--- src/rtl/param_sync_fifo.sv ---
// param_sync_fifo: single-clock FIFO built on a register array.
// Define FIFO_FWFT_EN for first-word fall-through reads.
module param_sync_fifo #(
  parameter int DATA_W    = 8,
  parameter int DEPTH     = 16,
  parameter int AF_THRESH = 14,
  parameter int AE_THRESH = 2,
  localparam int AW = (DEPTH > 1) ? $clog2(DEPTH) : 1,
  localparam int CW = $clog2(DEPTH + 1)
) (
  input  logic              clk,
  input  logic              reset,
  input  logic              wr_en,
  input  logic [DATA_W-1:0] wr_data,
  input  logic              rd_en,
  output logic [DATA_W-1:0] rd_data,
  output logic              rd_valid,
  output logic              full,
  output logic              empty,
  output logic              almost_full,
  output logic              almost_empty,
  output logic [CW-1:0]     count,
  output logic              overflow,
  output logic              underflow
);

  logic [DATA_W-1:0] mem_q [DEPTH];

  logic [AW-1:0] wr_ptr_q, wr_ptr_d;
  logic [AW-1:0] rd_ptr_q, rd_ptr_d;
  logic [CW-1:0] count_q, count_d;
  logic          full_q, full_d;
  logic          empty_q, empty_d;
  logic          afull_q, afull_d;
  logic          aempty_q, aempty_d;
  logic          ovf_q, ovf_d;
  logic          udf_q, udf_d;
  logic          wr_acc, rd_acc;

  // Wrap by explicit compare so DEPTH need not be a power of two.
  function automatic logic [AW-1:0] ptr_inc(
    input logic [AW-1:0] p
  );
    if (p == AW'(DEPTH - 1)) begin
      ptr_inc = '0;
    end else begin
      ptr_inc = p + AW'(1);
    end
  endfunction

  // Accept decisions see only registered flags: no bypass.
  always_comb begin
    wr_acc = wr_en && !full_q;
    rd_acc = rd_en && !empty_q;
  end

  // Pointer, occupancy, flag and error-pulse next state.
  always_comb begin
    wr_ptr_d = wr_ptr_q;
    rd_ptr_d = rd_ptr_q;
    count_d  = count_q;
    if (wr_acc) begin
      wr_ptr_d = ptr_inc(wr_ptr_q);
    end
    if (rd_acc) begin
      rd_ptr_d = ptr_inc(rd_ptr_q);
    end
    unique case ({wr_acc, rd_acc})
      2'b10:   count_d = count_q + CW'(1);
      2'b01:   count_d = count_q - CW'(1);
      default: count_d = count_q;
    endcase
    full_d   = (count_d == CW'(DEPTH));
    empty_d  = (count_d == '0);
    afull_d  = (count_d >= CW'(AF_THRESH));
    aempty_d = (count_d <= CW'(AE_THRESH));
    ovf_d    = wr_en && full_q;
    udf_d    = rd_en && empty_q;
  end

  // Control state; reset overrides any request in the same cycle.
  always_ff @(posedge clk) begin
    if (reset) begin
      wr_ptr_q <= '0;
      rd_ptr_q <= '0;
      count_q  <= '0;
      full_q   <= 1'b0;
      empty_q  <= 1'b1;
      afull_q  <= 1'b0;
      aempty_q <= 1'b1;
      ovf_q    <= 1'b0;
      udf_q    <= 1'b0;
    end else begin
      wr_ptr_q <= wr_ptr_d;
      rd_ptr_q <= rd_ptr_d;
      count_q  <= count_d;
      full_q   <= full_d;
      empty_q  <= empty_d;
      afull_q  <= afull_d;
      aempty_q <= aempty_d;
      ovf_q    <= ovf_d;
      udf_q    <= udf_d;
    end
  end

  // Storage array; contents are left alone by reset.
  always_ff @(posedge clk) begin
    if (!reset && wr_acc) begin
      mem_q[wr_ptr_q] <= wr_data;
    end
  end

`ifdef FIFO_FWFT_EN
  // Head word falls through; rd_en only acknowledges it.
  always_comb begin
    rd_data  = mem_q[rd_ptr_q];
    rd_valid = !empty_q;
  end
`else
  logic [DATA_W-1:0] rd_data_q, rd_data_d;
  logic              rd_valid_q, rd_valid_d;

  // Registered read: head word captured on an accepted read.
  always_comb begin
    rd_data_d  = rd_data_q;
    rd_valid_d = rd_acc;
    if (rd_acc) begin
      rd_data_d = mem_q[rd_ptr_q];
    end
  end

  // Read output register.
  always_ff @(posedge clk) begin
    if (reset) begin
      rd_data_q  <= '0;
      rd_valid_q <= 1'b0;
    end else begin
      rd_data_q  <= rd_data_d;
      rd_valid_q <= rd_valid_d;
    end
  end

  // Drive read outputs from their registers.
  always_comb begin
    rd_data  = rd_data_q;
    rd_valid = rd_valid_q;
  end
`endif

  // Status outputs are straight from flops.
  always_comb begin
    count        = count_q;
    full         = full_q;
    empty        = empty_q;
    almost_full  = afull_q;
    almost_empty = aempty_q;
    overflow     = ovf_q;
    underflow    = udf_q;
  end

endmodule

--- config.mk ---
export PLATFORM = sky130hd
export DESIGN_NAME = param_sync_fifo
export DESIGN_NICKNAME = d
export VERILOG_FILES = /design/src/rtl/param_sync_fifo.sv
export SDC_FILE = /design/constraint.sdc
export NUM_CORES = 1
export LEC_CHECK = 0
export CAP_MARGIN = 20
export CORE_MARGIN = 1
export CORE_UTILIZATION = 59
export CTS_CLUSTER_DIAMETER = 60
export CTS_CLUSTER_SIZE = 14
export DETAILED_ROUTE_END_ITERATION = 6
export PLACE_DENSITY = 0.79
export SKIP_LAST_GASP = 1
export SYNTH_ARGS = -nofsm -noshare
export SYNTH_HDL_FRONTEND = slang
export SYNTH_SLANG_ARGS = --single-unit
--- constraint.sdc ---
create_clock -name clk -period 3.1 [get_ports clk]
set_input_delay 0.31 -clock clk [delete_from_list [all_inputs] [get_ports clk]]
set_output_delay 0.31 -clock clk [all_outputs]
set_load 0.01 [all_outputs]
# Word-level counts from Yosys, hierarchy flattened
# Memory sizes are Yosys's and may differ from the RTL's. A register that Yosys moved wholly into a read port is not among the register bits.
# Index checks and enable logic that the tools add are counted.
word_totals:
  reg_bits: 20
  ramBits: 128
  in_bits: 12
  output_inout_bits: 20
  elab_cells: 36
  n_memories: 1
classes:
  addsub: 4
  n_lt_le_gt_ge: 2
  n_eq_ne: 5
  n_mux: 5
  n_reduce_logical: 9
memory_table:
  columns: ["memory", "words", "width", "rd", "rd_clocked_by_memory_dff", "wr", "line", "source"]
  rows:
  - ["mem_q", 16, 8, 1, 1, 1, "27", "logic [DATA_W-1:0] mem_q [DEPTH];"]
op_table:
  columns: ["op", "n"]
  rows:
  - ["$pmux W5 S2", 1]
  - ["$add A4 B1 Y4 const B", 2]
  - ["$eq A4 B4 Y1 const B", 2]
  - ["$mux W4", 2]
  - ["$add A5 B1 Y5 const B", 1]
  - ["$eq A5 B5 Y1 const B", 1]
  - ["$ge A5 B4 Y1 const B", 1]
  - ["$le A5 B2 Y1 const B", 1]
  - ["$logic_and A1 B1 Y1", 5]
  - ["$logic_not A5 Y1", 1]
  - ["$sub A5 B1 Y5 const B", 1]
  - ["$logic_not A1 Y1", 3]
  - ["$eq A2 B1 Y1 const B", 1]
  - ["$eq A2 B2 Y1 const B", 1]
  - ["$mux W1", 2]

# Depth between registers and ports, before layout
# Gate-level depths: netlist (run 1).
depth:
  depth_word: 5
  ltp_mapped: 11
  ltp_nobuf: 10

# Least setup slack after synthesis (run 1)
# OpenSTA, ideal clock, no wires.
synth_timing:
  path_type: "register -> register"
  from: "register empty_q, in the netlist empty"
  to: "register full_q, in the netlist full"
  setup_ps: 117
  arrival_time_ps: 2152
  t_required_ps: 2983
  path_slack_ps: 831
  stages_incl_launch_ff: 12
  n_path_buf: 1
  period_less_slack_ps: 2269
  cell_sequence: "dfxtp_1 nand2b_1 buf_6 clkinv_2 nand2_4 xnor2_1 ha_1 nor3b_1 a31oi_1 a221oi_2 xnor2_1 and4bb_1"
synth_between:
  elab_chain_len: 5
  elab_cells_between_ends: 6
  classes_between: "eq/ne: 3; mux: 1; reduce/logical: 2"
synth_rtl:
  columns: ["element", "line", "source"]
  rows:
  - ["start, declared", "33", "logic empty_q, empty_d;"]
  - ["start signal, assigned", "98", "empty_q <= empty_d;"]
  - ["$logic_not A1 Y1 *", "54", "rd_acc = rd_en && !empty_q;"]
  - ["$logic_and A1 B1 Y1 *", "54", null]
  - ["$eq A2 B1 Y1 or $eq A2 B2 Y1 (tied branches)", "68", "unique case ({wr_acc, rd_acc})"]
  - ["$pmux W5 S2 *", "68", null]
  - ["$eq A5 B5 Y1 *", "73", "full_d = (count_d == CW'(DEPTH));"]
  - ["end signal, assigned", "97", "full_q <= full_d;"]
  - ["end, declared", "32", "logic full_q, full_d;"]
# Mark *: on every way between the ends. The rest lies on a longest branch, timed or not.
# A chain may end at the register's enable or synchronous reset.

# Worst setup path in the final report (run 1)
# Same ends and word-level chain as after synthesis.

==> flow_metrics.py, run 1 <==
metrics = {
    "layout": {
        "synthToLayoutAreaGrowth_pct": 17.4,
        "final_cell_mix": "128 x edfxtp_1, 35 x nor2_1, 32 x mux4_2, 31 x clkdlybuf4s50_1, 28 x a21oi_1",
        "nets": 435,
        "n_antenna_cell": 0,
        "layout-drive-gt1-share": 0.207,
        "mostFrequentLayoutCell": "edfxtp_1",
    },
    "clocking": {
        "cts_root_buf": "clkbuf_8",
        "post_cts_buffers": 0,
        "clk_path_buf_depth": 2,
        "clk_pin_slew_ns": 0.07,
        "cts_resized": 0,
        "htreeDepth": 4,
        "cts.sinks": 156,
        "ctsHoldBuffers": 0,
        "cts_tree": "done",
        "cts_made_buffers": 17,
        "clock_latency_ns": 0.53,
    },
    "sta": {
        "tns_ns": 0,
        "fin_crit_ns": 2.43,
        "rsz0062_at_grt": "false",
        "period_share": 0.785,
        "slew_headroom": 0.425,
        "setup_viol": 0,
        "finClkSkew_ns": 0.0160,
        "finalHoldViolations": 0,
        "clock.fmax_mhz": 411,
        "worstMarginPinSlew_ns": 0.860,
        "slew_violations": 0,
    },
    "setup_path": {
        "critPathLaunch": "empty$_SDFF_PP1_",
        "end_kind": "flop",
        "regToRegStartpoint": "empty$_SDFF_PP1_",
        "slowest_stage": "dfxtp_1",
        "crit_path_max_fanout": 7,
        "path_cells": "nand2b_1 > clkinv_2 > nand2_4 > xnor2_1 > ha_1 > nor3b_1 > a31oi_1 > a221oi_2 > xnor2_1 > and4bb_1",
        "cp.required_ns": 3.52,
        "crit_buf_inv": 1,
        "arrival_ns": 2.86,
        "critical-path-top-delay-family": "simple AND/OR/NAND/NOR gates",
        "worst_setup_path_start_kind": "flop",
        "critPathKind": "reg2reg",
        "cpMostUsedCell": "xnor2_1",
        "cpPeakStageDelay_ns": 0.36,
    },
    "die": {
        "initial_utilization": 0.605,
        "coreArea_um2": 10300,
        "die_x_um": 105,
        "die_area_um2": 10900,
        "fp-row-count": 37,
        "boundaryPins": 32,
        "die_h_um": 105,
    },
    "run_status": {
        "outcome": "complete, no violations",
    },
    "synth": {
        "synthSimpleGateAreaFrac": 0.0568,
        "synth_top_area_frac": 0.619,
        "avgSynthCellArea_um2": 16.7,
        "synth_area_leader_cell": "edfxtp_1",
        "syn_area_um2": 6210,
        "synth.area.top_cells": "edfxtp_1 62%, mux4_2 12%, dfxtp_1 9.0%",
        "synth_compound_area_frac": 0.0646,
        "synth.area.mux_share": 0.118,
        "synth_top_family_by_area": "multiplexers",
        "ys_types": 48,
        "syn_nets": 391,
        "synth_edf_count": 128,
        "synthCells": 372,
        "seq_area_frac_synth": 0.709,
        "synth_seq_cells": 156,
        "yosysWarnings": 0,
        "synth-xor-area-share": 0.0135,
        "synthArstFlopShare": 0,
        "synth_ff_type": "edfxtp_1",
        "synthAdderAreaFrac": 0.0141,
    },
    "power_and_ir_drop": {
        "p_seq_frac": 0.462,
        "switching_share": 0.255,
        "p_comb_frac": 0.156,
        "vdd_drop_max_mv": 0.421,
        "clkPwrFrac": 0.382,
        "power.leakage_uw": 0.00238,
        "power.switching_uw": 1340,
        "p_int_uw": 3910,
        "total_power_uw": 5260,
        "pwr_density_cell_nw_per_um2": 721,
    },
    "job": {
        "max_cap_viol_count": 0,
    },
    "global_route": {
        "grt_max_degree": 38,
        "grt.overflow.total": 0,
        "grt_pass1_vias": 3472,
        "antenna_found_initial": 0,
        "grt_pass1_wl_um": 19300,
        "grt_usage": 0.247,
    },
    "route": {
        "first_pass_iters": 5,
        "routedWlPerCell_um": 22.1,
        "drt_iter0_drc": 260,
        "vias": 3439,
        "drt_wl_total_um": 12500,
        "ant_nets": 0,
        "vias_per_cell": 6.09,
        "route.detailed.drc": 0,
    },
    "place": {
        "dp_hpwl_um": 7700,
        "io_buffers": 31,
        "place.gp.congestion": 0.763,
    },
    "worst_hold_path": {
        "hp-class": "in2reg",
        "hp-start": "wr_en",
    },
}
-- cell usage after synthesis, types with 5 or more instances --
library cell / instances
nor3_1: 7
buf_2: 5
nand2_1: 18
mux4_2: 32
clkbuf_1: 9
a22oi_1: 16
buf_1: 5
a21oi_1: 28
inv_1: 6
edfxtp_1: 128
dfxtp_1: 28
ha_1: 7
nor2_1: 35
-- routing by layer --
layer / wire (um) / track usage / vias to the layer above
met4: 295 / 0.106 / 0
met2: 6570 / 0.417 / 126
met1: 4850 / 0.312 / 1745
met5: 0 / 0 / -
met3: 754 / 0.0530 / 28
li1: - / - / 1540
-- power by group through the flow --
| stage | combinational [uW] | clock (uW) | sequential, uW |
|---|---|---|---|
| finish | 821 | 2010 | 2430 |
| global route | 895 | 2110 | 2440 |
| floorplan | 559 | 0 | 2460 |
| detailed placement | 819 | 0 | 2470 |
| CTS | 827 | 2030 | 2430 |
| global placement | 803 | 0 | 2470 |
-- flip-flops by register name (all words and copies together) (netlist names) --
register,count
empty,1
underflow,1
rd_ptr_q,4
wr_ptr_q,4
mem_q,128
count,5
overflow,1
full,1
almost_empty,1
almost_full,1
rd_data,8
rd_valid,1
-- cell type report --
cell class | count | area (um^2)
Tap cell | 136 | 170
Sequential cell | 156 | 4410
Timing Repair Buffer | 48 | 450
Fill cell | 627 | 2980
Multi-Input combinational cell | 185 | 1660
Clock buffer | 17 | 414
Clock inverter | 15 | 163
Inverter | 8 | 33.8
-- worst min-delay path: stages --
cell and delay, ns:
clkdlybuf4s50_1 0.41, nand2_1 0.06, nor2_1 0.04
-- per-stage QoR --
step / cells / util / instance area, um^2 / hold slack [ns] / worst slack (ns)
global placement: 533 / 0.654 / 6720 / 0.460 / 0.371
floorplan: 372 / - / 6210 / 0.409 / 0.831
global route: 565 / 0.710 / 7290 / 0.350 / 0.548
detailed placement: 533 / 0.654 / 6720 / 0.475 / 0.310
CTS: 565 / 0.710 / 7290 / 0.334 / 0.662
finish: 565 / 0.710 / 7290 / 0.349 / 0.665
-- logic make-up after synthesis --
kind of cell | after synthesis
AOI/OAI and AO/OA | 62
xor gates and xnor gates | 8
adders and majority gates | 7
buffers and inverters | 31
DFF | 156
muxes | 33
and+or+nand+nor | 75
-- final timing paths --
kind,end,slack [ns],cells past startpoint
worst max-delay path,full$_SDFF_PP0_,0.67,10
worst max register to register,full$_SDFF_PP0_,0.67,10
worst min register to register,underflow$_SDFF_PP0_,0.48,2
worst min-delay path,overflow$_SDFF_PP0_,0.35,3
Power figures use the tool's default switching activity.
==> run 2: changes to the inputs <==
==> constraint.sdc (replaced) <==
create_clock -name clk -period 2.5 [get_ports clk]
set_input_delay 0.25 -clock clk [delete_from_list [all_inputs] [get_ports clk]]
set_output_delay 0.25 -clock clk [all_outputs]
set_load 0.01 [all_outputs]
==> run 2 against run 1 <==
Net effect:
- setup slack worse by 0.52 ns
- cell count is 2.8% higher
- clock power is 31% higher
- largest cell class unchanged
- critical path type unchanged
==> flow_metrics.py, run 2 (synthesized netlist as in run 1, its figures left out) <==
metrics = {
    "run_status": {
        "outcome": "complete, no violations",
    },
    "place": {
        "pre_cts_slack_ns": -0.178,
        "dp_hpwl_um": 7700,
        "post-place-cells": 549,
        "place.gp.congestion": 0.820,
        "io_buffers": 31,
    },
    "route": {
        "first_pass_iters": 5,
        "route.detailed.drc": 0,
        "drt_wl_total_um": 12700,
        "vias_per_cell": 6.10,
        "drt_iter0_drc": 277,
        "routedWlPerCell_um": 21.9,
        "ant_nets": 0,
        "vias": 3543,
    },
    "sta": {
        "rsz0062_at_grt": "false",
        "clock.fmax_mhz": 425,
        "fin_ws_ns": 0.149,
        "setup_viol": 0,
        "fin_crit_ns": 2.35,
        "period_share": 0.940,
        "worstMarginPinSlew_ns": 0.741,
        "finClkSkew_ns": 0.00700,
        "slew_headroom": 0.505,
        "slew_violations": 0,
        "finalHoldViolations": 0,
    },
    "setup_path": {
        "cpPeakStageDelay_ns": 0.37,
        "crit_path_max_fanout": 5,
        "critPathKind": "reg2reg",
        "path_cells": "nand2b_1 > clkinv_2 > nand2_4 > xnor2_1 > ha_1 > nor3b_1 > a31oi_1 > a221oi_2 > xnor2_1 > and4bb_1",
        "slowest_stage": "dfxtp_1",
        "arrival_ns": 2.77,
        "cp.required_ns": 2.92,
        "end_kind": "flop",
        "critical-path-top-delay-family": "simple AND/OR/NAND/NOR gates",
        "crit_buf_inv": 1,
        "worst_setup_path_start_kind": "flop",
        "cpMostUsedCell": "xnor2_1",
    },
    "layout": {
        "mostFrequentLayoutCell": "edfxtp_1",
        "largest_reg_flops": 128,
        "layout-drive-gt1-share": 0.231,
        "synthToLayoutAreaGrowth_pct": 20.1,
        "largest-register": "mem_q",
        "final_cell_mix": "128 x edfxtp_1, 35 x nor2_1, 32 x mux4_2, 31 x clkdlybuf4s50_1, 31 x buf_4",
        "fillCellCount": 605,
        "nets": 451,
        "multi_input_area_um2": 1660,
        "n_antenna_cell": 0,
        "regArea_um2": 4410,
        "stdcell_count": 581,
    },
    "die": {
        "fp-row-count": 37,
        "initial_utilization": 0.605,
        "die_area_um2": 10900,
        "coreArea_um2": 10300,
        "die_x_um": 105,
        "die_h_um": 105,
        "boundaryPins": 32,
    },
    "clocking": {
        "clock_latency_ns": 0.52,
        "cts_tree": "done",
        "cts.sinks": 156,
        "ctsHoldBuffers": 0,
        "post_cts_buffers": 0,
        "clk_path_buf_depth": 2,
        "clk_pin_slew_ns": 0.06,
        "cts_root_buf": "clkbuf_8",
        "cts_resized": 0,
        "cts_made_buffers": 17,
        "htreeDepth": 4,
    },
    "global_route": {
        "grt.overflow.total": 0,
        "grt_pass1_vias": 3648,
        "antenna_found_initial": 0,
        "grt_pass1_wl_um": 20100,
        "grt_max_degree": 38,
        "grt_usage": 0.258,
    },
    "power_and_ir_drop": {
        "power.leakage_uw": 0.00249,
        "vdd_drop_max_mv": 0.652,
        "pwr_density_cell_nw_per_um2": 901,
    },
    "worst_hold_path": {
        "hp-class": "in2reg",
    },
    "job": {
        "max_cap_viol_count": 0,
    },
}
==> run 2: path summary, 6_finish.rpt <==
path / startpoint / endpoint / slack [ns] / cells after the start
max: empty$_SDFF_PP1_ / full$_SDFF_PP0_ / 0.15 / 10
min: wr_en / overflow$_SDFF_PP0_ / 0.28 / 3
max reg2reg: empty$_SDFF_PP1_ / full$_SDFF_PP0_ / 0.15 / 10
min reg2reg: empty$_SDFF_PP1_ / underflow$_SDFF_PP0_ / 0.49 / 2
==> run 2: layer usage <==
layer,GRT usage,vias to the layer above,part of all wire
met5,0,-,0
met4,0.101,0,0.020
met3,0.0705,23,0.063
met2,0.433,143,0.53
met1,0.320,1799,0.39
li1,-,1578,-
==> run 2: layout make-up <==
cell class / instances / share of cell area
clock inverter: 14 / 0.0260
clock buffer: 18 / 0.0560
sequential: 156 / 0.590
tap: 136 / 0.0228
multi-input combinational: 185 / 0.222
timing repair buffer: 64 / 0.0781
inverter: 8 / 0.00453
==> run 2: power by group <==
part / internal [uW] / total, uW / switching [uW] / leakage (uW)
Sequential: 2910 / 3000 / 84.5 / 0.00138
Clock: 1630 / 2640 / 1010 / 0.000297
Combinational: 555 / 1090 / 539 / 0.000815
==> run 2: per-stage QoR <==
stage / hold WS, ns / util / area (um^2) / setup TNS (ns) / total power (uW)
floorplan: 0.349 / - / 6210 / 0 / 3740
global placement: 0.465 / 0.666 / 6850 / -0.145 / 4100
detailed placement: 0.483 / 0.666 / 6850 / -0.508 / 4130
CTS: 0.259 / 0.726 / 7460 / 0 / 6760
global route: 0.263 / 0.726 / 7460 / 0 / 6980
finish: 0.280 / 0.726 / 7460 / 0 / 6720
==> run 2: tightest hold or removal path, cell delays in order <==
cell             delay, ns
clkdlybuf4s50_1       0.41
nand2_1               0.06
nor2_1                0.04
==> run 3: changes to the inputs <==
--- a/config.mk
+++ b/config.mk
@@ -5,9 +5,10 @@
 export SDC_FILE = /design/constraint.sdc
 export NUM_CORES = 1
 export LEC_CHECK = 0
-export CAP_MARGIN = 20
+export CAP_MARGIN = 15
 export CORE_MARGIN = 1
 export CORE_UTILIZATION = 59
+export CTS_BUF_LIST = sky130_fd_sc_hd__clkbuf_16
 export CTS_CLUSTER_DIAMETER = 60
 export CTS_CLUSTER_SIZE = 14
 export DETAILED_ROUTE_END_ITERATION = 6
==> run 3 against run 2 <==
Net effect:
- global-route usage increased by 0.052 points
- critical endpoint unchanged
- non-clock buffer count unchanged
- core utilization grew 0.11 points
- cell area rose by 0.15%
- first-iteration DRC count rose by 6.9%
- sequential power about the same
- critical path type unchanged
- worst hold slack better by 0.11 ns
- largest power group unchanged
==> flow_metrics.py, run 3 (synthesized netlist as in run 1, its figures left out) <==
metrics = {
    "die": {
        "coreArea_um2": 10300,
        "boundaryPins": 32,
        "die_h_um": 105,
        "initial_utilization": 0.605,
        "fp-row-count": 37,
        "die_area_um2": 10900,
        "die_x_um": 105,
    },
    "route": {
        "drt_iter0_drc": 296,
        "top_layer_used": "met4",
        "wl_met2_um": 6730,
        "routedWlPerCell_um": 21.9,
        "first_pass_iters": 5,
        "vias_per_cell": 6.05,
        "vias": 3517,
        "wl_met1_um": 4800,
        "ant_nets": 0,
        "drt_wl_total_um": 12700,
        "wl_met3_um": 922,
        "route.detailed.drc": 0,
    },
    "clocking": {
        "cts_made_buffers": 17,
        "cts.sinks": 156,
        "ctsHoldBuffers": 0,
        "post_cts_buffers": 0,
        "cts_root_buf": "clkbuf_16",
        "htreeDepth": 4,
        "clock_latency_ns": 0.42,
        "cts_tree": "done",
        "clk_path_buf_depth": 2,
        "clk_pin_slew_ns": 0.06,
        "cts_resized": 0,
    },
    "power_and_ir_drop": {
        "pwr_density_cell_nw_per_um2": 906,
        "clkPwrFrac": 0.396,
        "vdd_drop_max_mv": 0.655,
        "p_int_uw": 5140,
        "power.leakage_uw": 0.00250,
        "switching_share": 0.241,
        "p_seq_frac": 0.443,
        "power.switching_uw": 1630,
        "p_comb_frac": 0.162,
    },
    "sta": {
        "finClkSkew_ns": 0.00759,
        "worstMarginPinSlew_ns": 0.757,
        "holdWs_ns": 0.387,
        "period_share": 0.938,
        "setup_viol": 0,
        "slew_headroom": 0.494,
        "fin_crit_ns": 2.35,
        "finalHoldViolations": 0,
        "rsz0062_at_grt": "false",
        "slew_violations": 0,
        "clock.fmax_mhz": 426,
    },
    "layout": {
        "final_cell_mix": "128 x edfxtp_1, 35 x nor2_1, 32 x mux4_2, 31 x clkdlybuf4s50_1, 31 x buf_4",
        "n_antenna_cell": 0,
        "nets": 451,
        "largest-register": "mem_q",
        "mostFrequentLayoutCell": "edfxtp_1",
        "layout-drive-gt1-share": 0.231,
        "largest_reg_flops": 128,
        "stdcell_count": 581,
        "synthToLayoutAreaGrowth_pct": 20.3,
    },
    "setup_path": {
        "cp.required_ns": 2.81,
        "arrival_ns": 2.66,
        "worst_setup_path_start_kind": "flop",
        "crit_path_max_fanout": 5,
        "end_kind": "flop",
        "critPathKind": "reg2reg",
    },
    "global_route": {
        "grt_usage": 0.258,
        "grt_pass1_wl_um": 20100,
        "grt.overflow.total": 0,
        "antenna_found_initial": 0,
        "grt_pass1_vias": 3616,
        "grt_max_degree": 38,
    },
    "place": {
        "place.gp.congestion": 0.820,
        "io_buffers": 31,
        "post-place-cells": 549,
        "dp_hpwl_um": 7700,
    },
    "run_status": {
        "outcome": "complete, no violations",
    },
    "worst_hold_path": {
        "hp-class": "in2reg",
    },
    "job": {
        "max_cap_viol_count": 0,
    },
}
[run 3: cell count changes in the layout (fill, tap and decap cells not counted), sizes merged]
cell	before	now
inv	9	10
clkbuf	18	17
[run 3: through the flow]
step | utilization | total power, uW | worst slack [ns] | instance area (um^2) | setup TNS (ns)
floorplan | - | 3740 | 0.231 | 6210 | 0
global placement | 0.666 | 4100 | -0.0809 | 6850 | -0.145
detailed placement | 0.666 | 4130 | -0.178 | 6850 | -0.508
CTS | 0.727 | 6800 | 0.164 | 7470 | 0
global route | 0.727 | 7020 | 0.0207 | 7470 | 0
finish | 0.727 | 6770 | 0.154 | 7470 | 0
[run 3: power groups by stage]
| stage | Sequential [uW] | Clock (uW) | Combinational [uW] |
|---|---|---|---|
| CTS | 2990 | 2710 | 1090 |
| finish | 3000 | 2680 | 1090 |
| global route | 3000 | 2820 | 1200 |
| detailed placement | 3050 | 0 | 1080 |
| floorplan | 3050 | 0 | 693 |
| global placement | 3040 | 0 | 1060 |
[run 3: final timing paths]
check                                 startpoint                    to  slack [ns]  cells after the start
worst max-delay path            empty$_SDFF_PP1_       full$_SDFF_PP0_        0.15                     10
worst min-delay path                       wr_en   overflow$_SDFF_PP0_        0.39                      3
worst max register to register  empty$_SDFF_PP1_       full$_SDFF_PP0_        0.15                     10
worst min register to register  empty$_SDFF_PP1_  underflow$_SDFF_PP0_        0.49                      2
[run 3: layout make-up]
type / count / area [um^2]
multi-input combinational: 185 / 1660
tap: 136 / 170
timing repair buffer: 64 / 583
fill: 604 / 2810
inverter: 8 / 33.8
clock inverter: 15 / 198
clock buffer: 17 / 425
sequential: 156 / 4410
[run 3: layer usage]
layer  track usage  vias up
li1              -     1577
met1         0.324     1759
met2         0.433      157
met3        0.0692       24
met4        0.0986        0
met5             0        -
[run 3: worst max-delay path, cell delays in order (launching register included)]
cell	delay (ns)
dfxtp_1	0.37
nand2b_1	0.16
clkinv_2	0.09
nand2_4	0.06
xnor2_1	0.12
ha_1	0.24
nor3b_1	0.24
a31oi_1	0.13
a221oi_2	0.29
xnor2_1	0.27
and4bb_1	0.27
